[src/rtl/feature_pkg.sv]
// Shared widths, FSM encoding and the signed saturation helper for the baseline tracker.
package feature_pkg;

    localparam int LL_W      = 41;
    localparam int LL_BASE_W = 34;
    localparam int FEAT_W    = 72;
    localparam int BASE_W    = 50;
    // Wide enough for the largest accumulator (FEAT_W + 10) and the EMA sum.
    localparam int SAT_IN_W  = FEAT_W + 12;

    typedef enum logic [1:0] {IDLE, TRAIN, READY} bl_state_t;

    function automatic logic signed [SAT_IN_W-1:0] sat_signed(
        input logic signed [SAT_IN_W-1:0] v,
        input int                         w
    );
        logic signed [SAT_IN_W-1:0] lo;
        logic signed [SAT_IN_W-1:0] hi;
        lo = '1;
        lo = lo <<< (w - 1);
        hi = ~lo;
        if (v > hi)      return hi;
        else if (v < lo) return lo;
        else             return v;
    endfunction

endpackage

[src/rtl/baseline_lane.sv]
// One feature lane: training accumulator, floor-mean with saturation, optional EMA tracking
// (EMA datapath exists only when BASELINE_EMA_EN is defined).
module baseline_lane
    import feature_pkg::*;
#(
    parameter int IN_W      = 72,
    parameter int OUT_W     = 50,
    parameter int LOG2_N    = 4,
    parameter int EMA_SHIFT = 6
) (
    input  logic             clk,
    input  logic             rst,
    input  logic             clr,
    input  logic             acc_en,
    input  logic             load,
`ifdef BASELINE_EMA_EN
    input  logic             ema_en,
`endif
    input  logic [IN_W-1:0]  x,
    output logic [OUT_W-1:0] base
);

    if (EMA_SHIFT < 1 || EMA_SHIFT > 16) begin : g_bad_shift
        $error("baseline_lane: EMA_SHIFT out of range");
    end

    logic signed [IN_W+LOG2_N-1:0] acc_q, acc_d;
    logic signed [OUT_W-1:0]       base_q, base_d;
    logic signed [IN_W-1:0]        x_s;
    logic signed [SAT_IN_W-1:0]    mean_ext;

    assign x_s      = x;
    assign mean_ext = SAT_IN_W'(acc_q >>> LOG2_N);

`ifdef BASELINE_EMA_EN
    logic signed [IN_W:0]       diff;
    logic signed [SAT_IN_W-1:0] ema_sum;
    assign diff    = (IN_W+1)'(x_s) - (IN_W+1)'(base_q);
    assign ema_sum = SAT_IN_W'(base_q) + SAT_IN_W'(diff >>> EMA_SHIFT);
`endif

    always_comb begin
        acc_d  = acc_q;
        base_d = base_q;
        if (clr)         acc_d = '0;
        else if (acc_en) acc_d = acc_q + x_s;
        if (load)        base_d = OUT_W'(sat_signed(mean_ext, OUT_W));
`ifdef BASELINE_EMA_EN
        else if (ema_en) base_d = OUT_W'(sat_signed(ema_sum, OUT_W));
`endif
    end

    always_ff @(posedge clk or posedge rst) begin
        if (rst) begin
            acc_q  <= '0;
            base_q <= '0;
        end else begin
            acc_q  <= acc_d;
            base_q <= base_d;
        end
    end

    assign base = base_q;

endmodule

[src/rtl/feature_baseline_tracker.sv]
// Six-lane feature baseline tracker: averages 2^LOG2_N training windows, then holds the mean.
// Define BASELINE_EMA_EN to let baselines follow the features by EMA once trained.
module feature_baseline_tracker
    import feature_pkg::*;
#(
    parameter int LOG2_N    = 4,
    parameter int EMA_SHIFT = 6
) (
    input  logic                 clk,
    input  logic                 rst,
    input  logic                 start,
    input  logic                 feat_valid,
    input  logic [LL_W-1:0]      ll_out,
    input  logic [FEAT_W-1:0]    ne_out,
    input  logic [FEAT_W-1:0]    ps_out,
    input  logic [FEAT_W-1:0]    theta_out,
    input  logic [FEAT_W-1:0]    alpha_out,
    input  logic [FEAT_W-1:0]    beta_out,
    output logic [LL_BASE_W-1:0] ll_base,
    output logic [BASE_W-1:0]    ne_base,
    output logic [BASE_W-1:0]    ps_base,
    output logic [BASE_W-1:0]    theta_base,
    output logic [BASE_W-1:0]    alpha_base,
    output logic [BASE_W-1:0]    beta_base,
    output logic                 base_valid,
    output logic                 training
);

    if (LOG2_N < 1 || LOG2_N > 10) begin : g_bad_n
        $error("feature_baseline_tracker: LOG2_N out of range");
    end

    localparam logic [LOG2_N:0] N_CNT = {1'b1, {LOG2_N{1'b0}}};

    bl_state_t       state_q, state_d;
    logic [LOG2_N:0] win_cnt_q, win_cnt_d;
    logic            base_valid_q, base_valid_d;
    logic            clr, acc_en, load;
`ifdef BASELINE_EMA_EN
    logic            ema_en;
`endif

    always_comb begin
        state_d      = state_q;
        win_cnt_d    = win_cnt_q;
        base_valid_d = base_valid_q;
        clr          = 1'b0;
        acc_en       = 1'b0;
        load         = 1'b0;
`ifdef BASELINE_EMA_EN
        ema_en       = 1'b0;
`endif
        // start wins over everything, including a completing run and this cycle's window.
        if (start) begin
            state_d      = TRAIN;
            win_cnt_d    = '0;
            base_valid_d = 1'b0;
            clr          = 1'b1;
        end else begin
            case (state_q)
                TRAIN: begin
                    if (win_cnt_q == N_CNT) begin
                        load         = 1'b1;
                        base_valid_d = 1'b1;
                        state_d      = READY;
                    end else if (feat_valid) begin
                        acc_en    = 1'b1;
                        win_cnt_d = win_cnt_q + (LOG2_N+1)'(1);
                    end
                end
                READY: begin
`ifdef BASELINE_EMA_EN
                    ema_en = feat_valid;
`endif
                end
                default: ;
            endcase
        end
    end

    always_ff @(posedge clk or posedge rst) begin
        if (rst) begin
            state_q      <= IDLE;
            win_cnt_q    <= '0;
            base_valid_q <= 1'b0;
        end else begin
            state_q      <= state_d;
            win_cnt_q    <= win_cnt_d;
            base_valid_q <= base_valid_d;
        end
    end

    assign base_valid = base_valid_q;
    assign training   = (state_q == TRAIN);

    baseline_lane #(.IN_W(LL_W), .OUT_W(LL_BASE_W), .LOG2_N(LOG2_N), .EMA_SHIFT(EMA_SHIFT)) u_ll (
        .clk    (clk),
        .rst    (rst),
        .clr    (clr),
        .acc_en (acc_en),
        .load   (load),
`ifdef BASELINE_EMA_EN
        .ema_en (ema_en),
`endif
        .x      (ll_out),
        .base   (ll_base)
    );

    logic [4:0][FEAT_W-1:0] feat_in;
    logic [4:0][BASE_W-1:0] base_out;

    assign feat_in = {beta_out, alpha_out, theta_out, ps_out, ne_out};
    assign {beta_base, alpha_base, theta_base, ps_base, ne_base} = base_out;

    for (genvar i = 0; i < 5; i++) begin : g_lane
        baseline_lane #(.IN_W(FEAT_W), .OUT_W(BASE_W), .LOG2_N(LOG2_N), .EMA_SHIFT(EMA_SHIFT)) u_lane (
            .clk    (clk),
            .rst    (rst),
            .clr    (clr),
            .acc_en (acc_en),
            .load   (load),
`ifdef BASELINE_EMA_EN
            .ema_en (ema_en),
`endif
            .x      (feat_in[i]),
            .base   (base_out[i])
        );
    end

endmodule

[config.mk]
export PLATFORM = sky130hd
export DESIGN_NAME = feature_baseline_tracker
export DESIGN_NICKNAME = d
export VERILOG_FILES = /design/src/rtl/feature_pkg.sv /design/src/rtl/baseline_lane.sv /design/src/rtl/feature_baseline_tracker.sv
export SDC_FILE = /design/constraint.sdc
export NUM_CORES = 2
export LEC_CHECK = 0
export ABC_AREA = 1
export BUFFER_PORTS_ARGS = -buffer_cell sky130_fd_sc_hd__buf_2
export CORE_AREA = 2 2 378 380
export CTS_CLUSTER_SIZE = 28
export DETAILED_ROUTE_END_ITERATION = 8
export DIE_AREA = 0 0 380 382
export SKIP_CTS_REPAIR_TIMING = 1
export SYNTH_ARGS = -nofsm -noshare
export SYNTH_HDL_FRONTEND = slang
export SYNTH_SLANG_ARGS = --single-unit
[constraint.sdc]
create_clock -name clk -period 34.5 [get_ports clk]
set_input_delay 6.9 -clock clk [delete_from_list [all_inputs] [get_ports clk]]
set_output_delay 6.9 -clock clk [all_outputs]
set_load 0.005 [all_outputs]
Word-level counts from Yosys, hierarchy flattened
Index checks and enable logic that the tools add are counted.

word-level totals
  bits in read-only memories = 0
  bits in writable memories = 0
  flip-flop bits (word level) = 717
  memories = 0
  latch bits = 0
  output and inout bits = 286

operators by class
  $add $sub $neg = 7
  shifts and indexed selects = 0
  multiplexer cells = 42
  bitwise logic cells = 0
  reduce and logical (&&, ||, !) cells = 6
  $lt $le $gt $ge = 12
  $mul = 0
  divide/modulo/power cells = 0
  equality and inequality tests = 3

operator list
  cell                                                          count
  2-to-1 mux 76 bit                                             10
  2-to-1 mux 50 bit                                             10
  adder 76 x 72 -> 76 bit                                       5
  > comparator 72 x 50 -> 1 bit, second input constant          5
  less-than comparator 72 x 50 -> 1 bit, second input constant  5
  2-to-1 mux 45 bit                                             2
  2-to-1 mux 34 bit                                             2
  adder 45 x 41 -> 45 bit                                       1
  > comparator 41 x 34 -> 1 bit, second input constant          1
  less-than comparator 41 x 34 -> 1 bit, second input constant  1
  2-to-1 mux 5 bit                                              4
  2-to-1 mux 1 bit                                              11
  nonzero test 2 bit                                            4
  2-to-1 mux 2 bit                                              3
  adder 5 x 1 -> 5 bit, second input constant                   1
  == test 5 bit, second input constant                          1
  AND reduction 3 bit                                           1
  == test 2 x 1 -> 1 bit, second input constant                 1
  != test 2 bit, second input constant                          1
  AND reduction 2 bit                                           1

Logic depth before layout (Yosys ltp)
  depth in word-level cells = 6
  gate-level depth with buffers = 17
  gate-level depth less buffers = 17

Hierarchy
A second synthesis with hierarchy kept.

unflattened totals
  cells, all modules = 10957
  area, all modules = 66010.8 µm²

by module, submodules not included
  module                                times used  sequential area each (µm²)  cells an instance  area each (µm²)
  baseline_lane (g_lane[0].u_lane ...)  5           3153.0                      1955               11733.8
  baseline_lane (u_ll)                  1           1976.9                      1121               6881.6
  feature_baseline_tracker              1           175.2                       61                 460.4

Worst setup path after synthesis
OpenSTA, ideal clock, no wires.

  kind = in2reg
  start = input ll_out[0]
  end = register u_ll.acc_q[44]
  arrival time = 8460 ps
  setup time = 117 ps
  stages on the path = 17
  setup slack = 25922 ps
  cell sequence = ha_1 inv_1 fa_1 inv_1 nand3_1 nand2_1 nand2_1 nand2_1 nand2_1 nand2_1 nand2_1 nand2_1 nand2_1 nand2_1 nand2_1 nand3_1 nand2_1

between the ends
  cells in the longest elaborated chain, start to end = 3

ends and longest elaborated chain
  what                     line                            text
  from (decl)              feature_baseline_tracker.sv:13  input logic [LL_W-1:0] ll_out,
  adder 45 x 41 -> 45 bit  baseline_lane.sv:46             else if (acc_en) acc_d = acc_q + x_s;
  2-to-1 mux 45 bit        baseline_lane.sv:46
  2-to-1 mux 45 bit        baseline_lane.sv:45             if (clr) acc_d = '0;
  to (signal assigned)     baseline_lane.sv:55             acc_q <= '0;
  to (signal assigned)     baseline_lane.sv:58             acc_q <= acc_d;
  to (decl)                baseline_lane.sv:27             logic signed [IN_W+LOG2_N-1:0] acc_q, acc_d;

Every way passes these cells. The select of a mux whose other input is x is not followed.
A chain may end at the register's enable or synchronous reset.

Worst setup path in the final report
  start = input start
  end = register g_lane[1].u_lane.acc_q[4]

between the ends
  cells in the longest elaborated chain, start to end = 2

ends and longest elaborated chain
  what                                                     line                            text
  from (decl)                                              feature_baseline_tracker.sv:11  input logic start,
  2-to-1 mux 1 bit                                         feature_baseline_tracker.sv:54  if (start) begin
  2-to-1 mux 76 bit or nonzero test 2 bit (tied branches)  -
  to (signal assigned)                                     baseline_lane.sv:55
  to (signal assigned)                                     baseline_lane.sv:58
  to (decl)                                                baseline_lane.sv:27

Parallel ways exist; a longest one is shown, timed or not.

==> results by group <==
Setup path
  – Reg2reg start: win_cnt_q[0]$_DFFE_PP0P_
  – CP dominant cell by count: buf_4
  – Largest fanout on the critical path: 182
  – Reg2reg end: g_lane[1].u_lane.acc_q[4]$_DFFE_PP0P_
  – Worst Setup Path Type: in2reg
  – CP Data Arrival Time: 10980 ps
  – CP max stage delay: 910 ps
  – Setup slack, reg-to-reg: 29600 ps
  – CP max-delay cell: buf_4
  – Req. time, crit path: 35110 ps
  – FF-to-FF path depth: 12
  – Type of destination of the critical path: flip-flop
  – CP cell instances: buf_2 -> buf_4 -> nor2_4 -> buf_4 -> buf_12 -> buf_4 -> buf_4 -> nand2_1 -> o31ai_1
  – Worst Setup Start Kind: primary input

Synth
  – Synth top area cells: dfrtp_1 (28%), nand2_1 (24%), inv_1 (9.5%), a21oi_1 (8.9%), ha_1 (8.3%)
  – Commonest cells post-synth: nand2_1 (3973), inv_1 (1592), nor2_1 (1215)
  – Yosys top cell area share: 28.36%
  – Top_reg_cell synth: dfrtp_1
  – Seq/Total Area, Yosys: 28.36%
  – Count leader, synth: nand2_1
  – Post-synthesis cell area: 0.06317 mm²
  – FF+latch count, synth: 716
  – Avg Cell Area, Syn: 5.933 µm²
  – Post-synth EDFFs: 0
  – Largest area contributor in the netlist: dfrtp_1
  – Async SR Flop Fraction: 100.0%
  – Post-synthesis cell count: 10650
  – Warnings from Yosys: 0
  – Yosys cell types: 41
  – Synth Net Count: 11480

Timing
  – Max Slew Vio Count: 0
  – Finish-stage setup viols: 0
  – Worst slew margin: 20.46%
  – Max Freq: 96.41 MHz
  – Setup TNS: 0 ps
  – Final hold violations: 0
  – Setup ws final: 24130 ps
  – Least-Margin Pin Slew: 1193 ps
  – Clock skew: 38.52 ps
  – RSZ-0062 raised after global routing: false
  – Fin crit share: 30.06%
  – Crit path time final: 10370 ps
  – Minimum hold slack: 472.7 ps

Die
  – CORE AREA: 0.1409 mm²
  – Die Y: 382 µm
  – Rows: 138
  – Starting density of the core: 44.83%
  – Die area: 0.1452 mm²
  – Io pins: 691
  – Die Width: 380 µm

Placement
  – Area post-placement: 0.06833 mm²
  – Placed Instances: 13050
  – Pre-CTS WS: 23490 ps
  – Detailed placer's ending HPWL: 216.9 mm
  – RD Place Congestion: 1.042
  – Port bufs: 690

Global routing
  – Initial antenna violation count: 16
  – First-pass GRT wire length: 399.7 mm
  – Global route overflow: 0
  – GRT Total Usage: 35.69%
  – Vias in the first global route: 67200
  – Pin count of the biggest net entering global routing: 183

Pwr
  – Pwr Density: 44.69 mW/mm²
  – Total power: 3.190 mW
  – Maximum vdd ir drop: 0.00003811 V
  – P_leak: 39.08 nW

Worst hold path
  – WHS Path Cells: 2
  – Worst Hold Path EP: u_ll.base[11]$_DFFE_PP0P_
  – Hold Crit Start: u_ll.base[11]$_DFFE_PP0P_
  – Worst Hold Class: reg2reg

Drt
  – Vias per cell: 5.308
  – Routed len/inst: 20.15 µm
  – Final ANT Viol Nets: 0
  – DR vias: 70130
  – Drt initial violations: 5693
  – Routed wire length: 266.1 mm
  – DR DRC count: 0
  – Drt pass-1 iters: 8

CTS
  – CTS tree: yes
  – Clock Path Buffers: 3
  – Clk Latency, worst-skew pair: 710 ps
  – Clock Sinks: 716
  – Cell chosen for the clock root: clkbuf_16
  – Clock transition at the registers of the reported paths: 60 ps
  – Total CTS buffers: 88
  – H-tree depth: 3

Layout
  – Utilization after layout: 50.66%
  – Fin cells: 13210
  – Area grow syn2layout: 13.00%
  – Final #Nets: 12080
  – Final instance area: 0.07138 mm²
  – Layout cells sized above 1: 8.009%

Run status
  – Run status: finished, final reports clean

Run
  – Max_cap viols: 0
[metal layers]
metal | part of all wire, % | vias up | GRT usage [%] | wire length, µm
met5 | 0.020 | - | 0 | 52
met4 | 6.1 | 10 | 19.36 | 16310
met3 | 7.0 | 535 | 5.315 | 18620
met2 | 45 | 2454 | 57.73 | 118700
met1 | 42 | 32330 | 45.90 | 112500
li1 | - | 34800 | - | -
[state kept, by name, summed over array words and instances, names as in the netlist]
signal and flops:
win_cnt_q 5, g_lane.u_lane.base 250, g_lane.u_lane.acc_q 380, u_ll.base 34
state_q 2, u_ll.acc_q 45
[worst max-delay path by stage]
stage,depth (start not counted),start,slack (ps),to
detailed placement,9,start,23490,g_lane[1].u_lane.acc_q[4]$_DFFE_PP0P_
floorplan,1,rst,7520,g_lane[0].u_lane.acc_q[0]$_DFFE_PP0P_
CTS,9,start,24230,g_lane[1].u_lane.acc_q[4]$_DFFE_PP0P_
finish,9,start,24130,g_lane[1].u_lane.acc_q[4]$_DFFE_PP0P_
global route,9,start,23940,g_lane[1].u_lane.acc_q[15]$_DFFE_PP0P_
global placement,8,start,23540,g_lane[1].u_lane.acc_q[8]$_DFFE_PP0P_
[kinds of logic after synthesis]
kind of cell | Yosys count | share of synthesized area, %
and+or+nand+nor | 5934 | 37.19
xor gates and xnor gates | 37 | 0.5130
AOI/OAI and AO/OA | 1725 | 14.32
adders and majority gates | 427 | 8.529
DFF | 716 | 28.36
buffers and inverters | 1807 | 11.09
[cell usage in the layout (no fill, tap or decap), types with 6 or more instances in the layout]
cell	n
nand2_1	3967
inv_1	1590
nor2_1	1215
a21oi_1	1116
dfrtp_1	716
buf_2	690
nand3_1	490
ha_1	421
o21ai_0	319
o21ai_1	130
clkbuf_16	88
nor3_1	75
nor4_1	74
o21bai_1	71
nand4_1	50
buf_4	32
o31ai_1	31
xnor2_1	24
o21a_1	23
nand3b_1	22
xor2_1	13
bufinv_16	13
clkbuf_8	13
clkinv_2	12
clkbuf_1	12
a22o_1	11
or2_2	10
diode_2	9
clkinvlp_4	9
and2_1	7
and3_1	6
a21o_1	6
fa_1	6
[area by class of cell]
class | count | area, µm²
fill | 15120 | 69520
multi-input combinational | 8123 | 38320
sequential | 716 | 17920
inverter | 1594 | 6001
timing repair buffer | 724 | 3734
clock buffer | 113 | 2426
tap | 1890 | 2365
clock inverter | 42 | 595.6
antenna | 9 | 22.52
[report_power, final]
| group | internal, mW | switching (mW) | leakage (nW) |
|---|---|---|---|
| clock network | 0.593 | 0.410 | 1.46 |
| logic | 0.349 | 0.730 | 28.9 |
| registers | 0.972 | 0.136 | 8.76 |
| total | 1.91 | 1.28 | 39.1 |
[critical path, delay by kind of cell]
family / cells / cell delay (ps)
buf+inv: 6 / 3210
compound gates: 1 / 100
simple gates: 2 / 300
(Power assumes the default switching activity.)
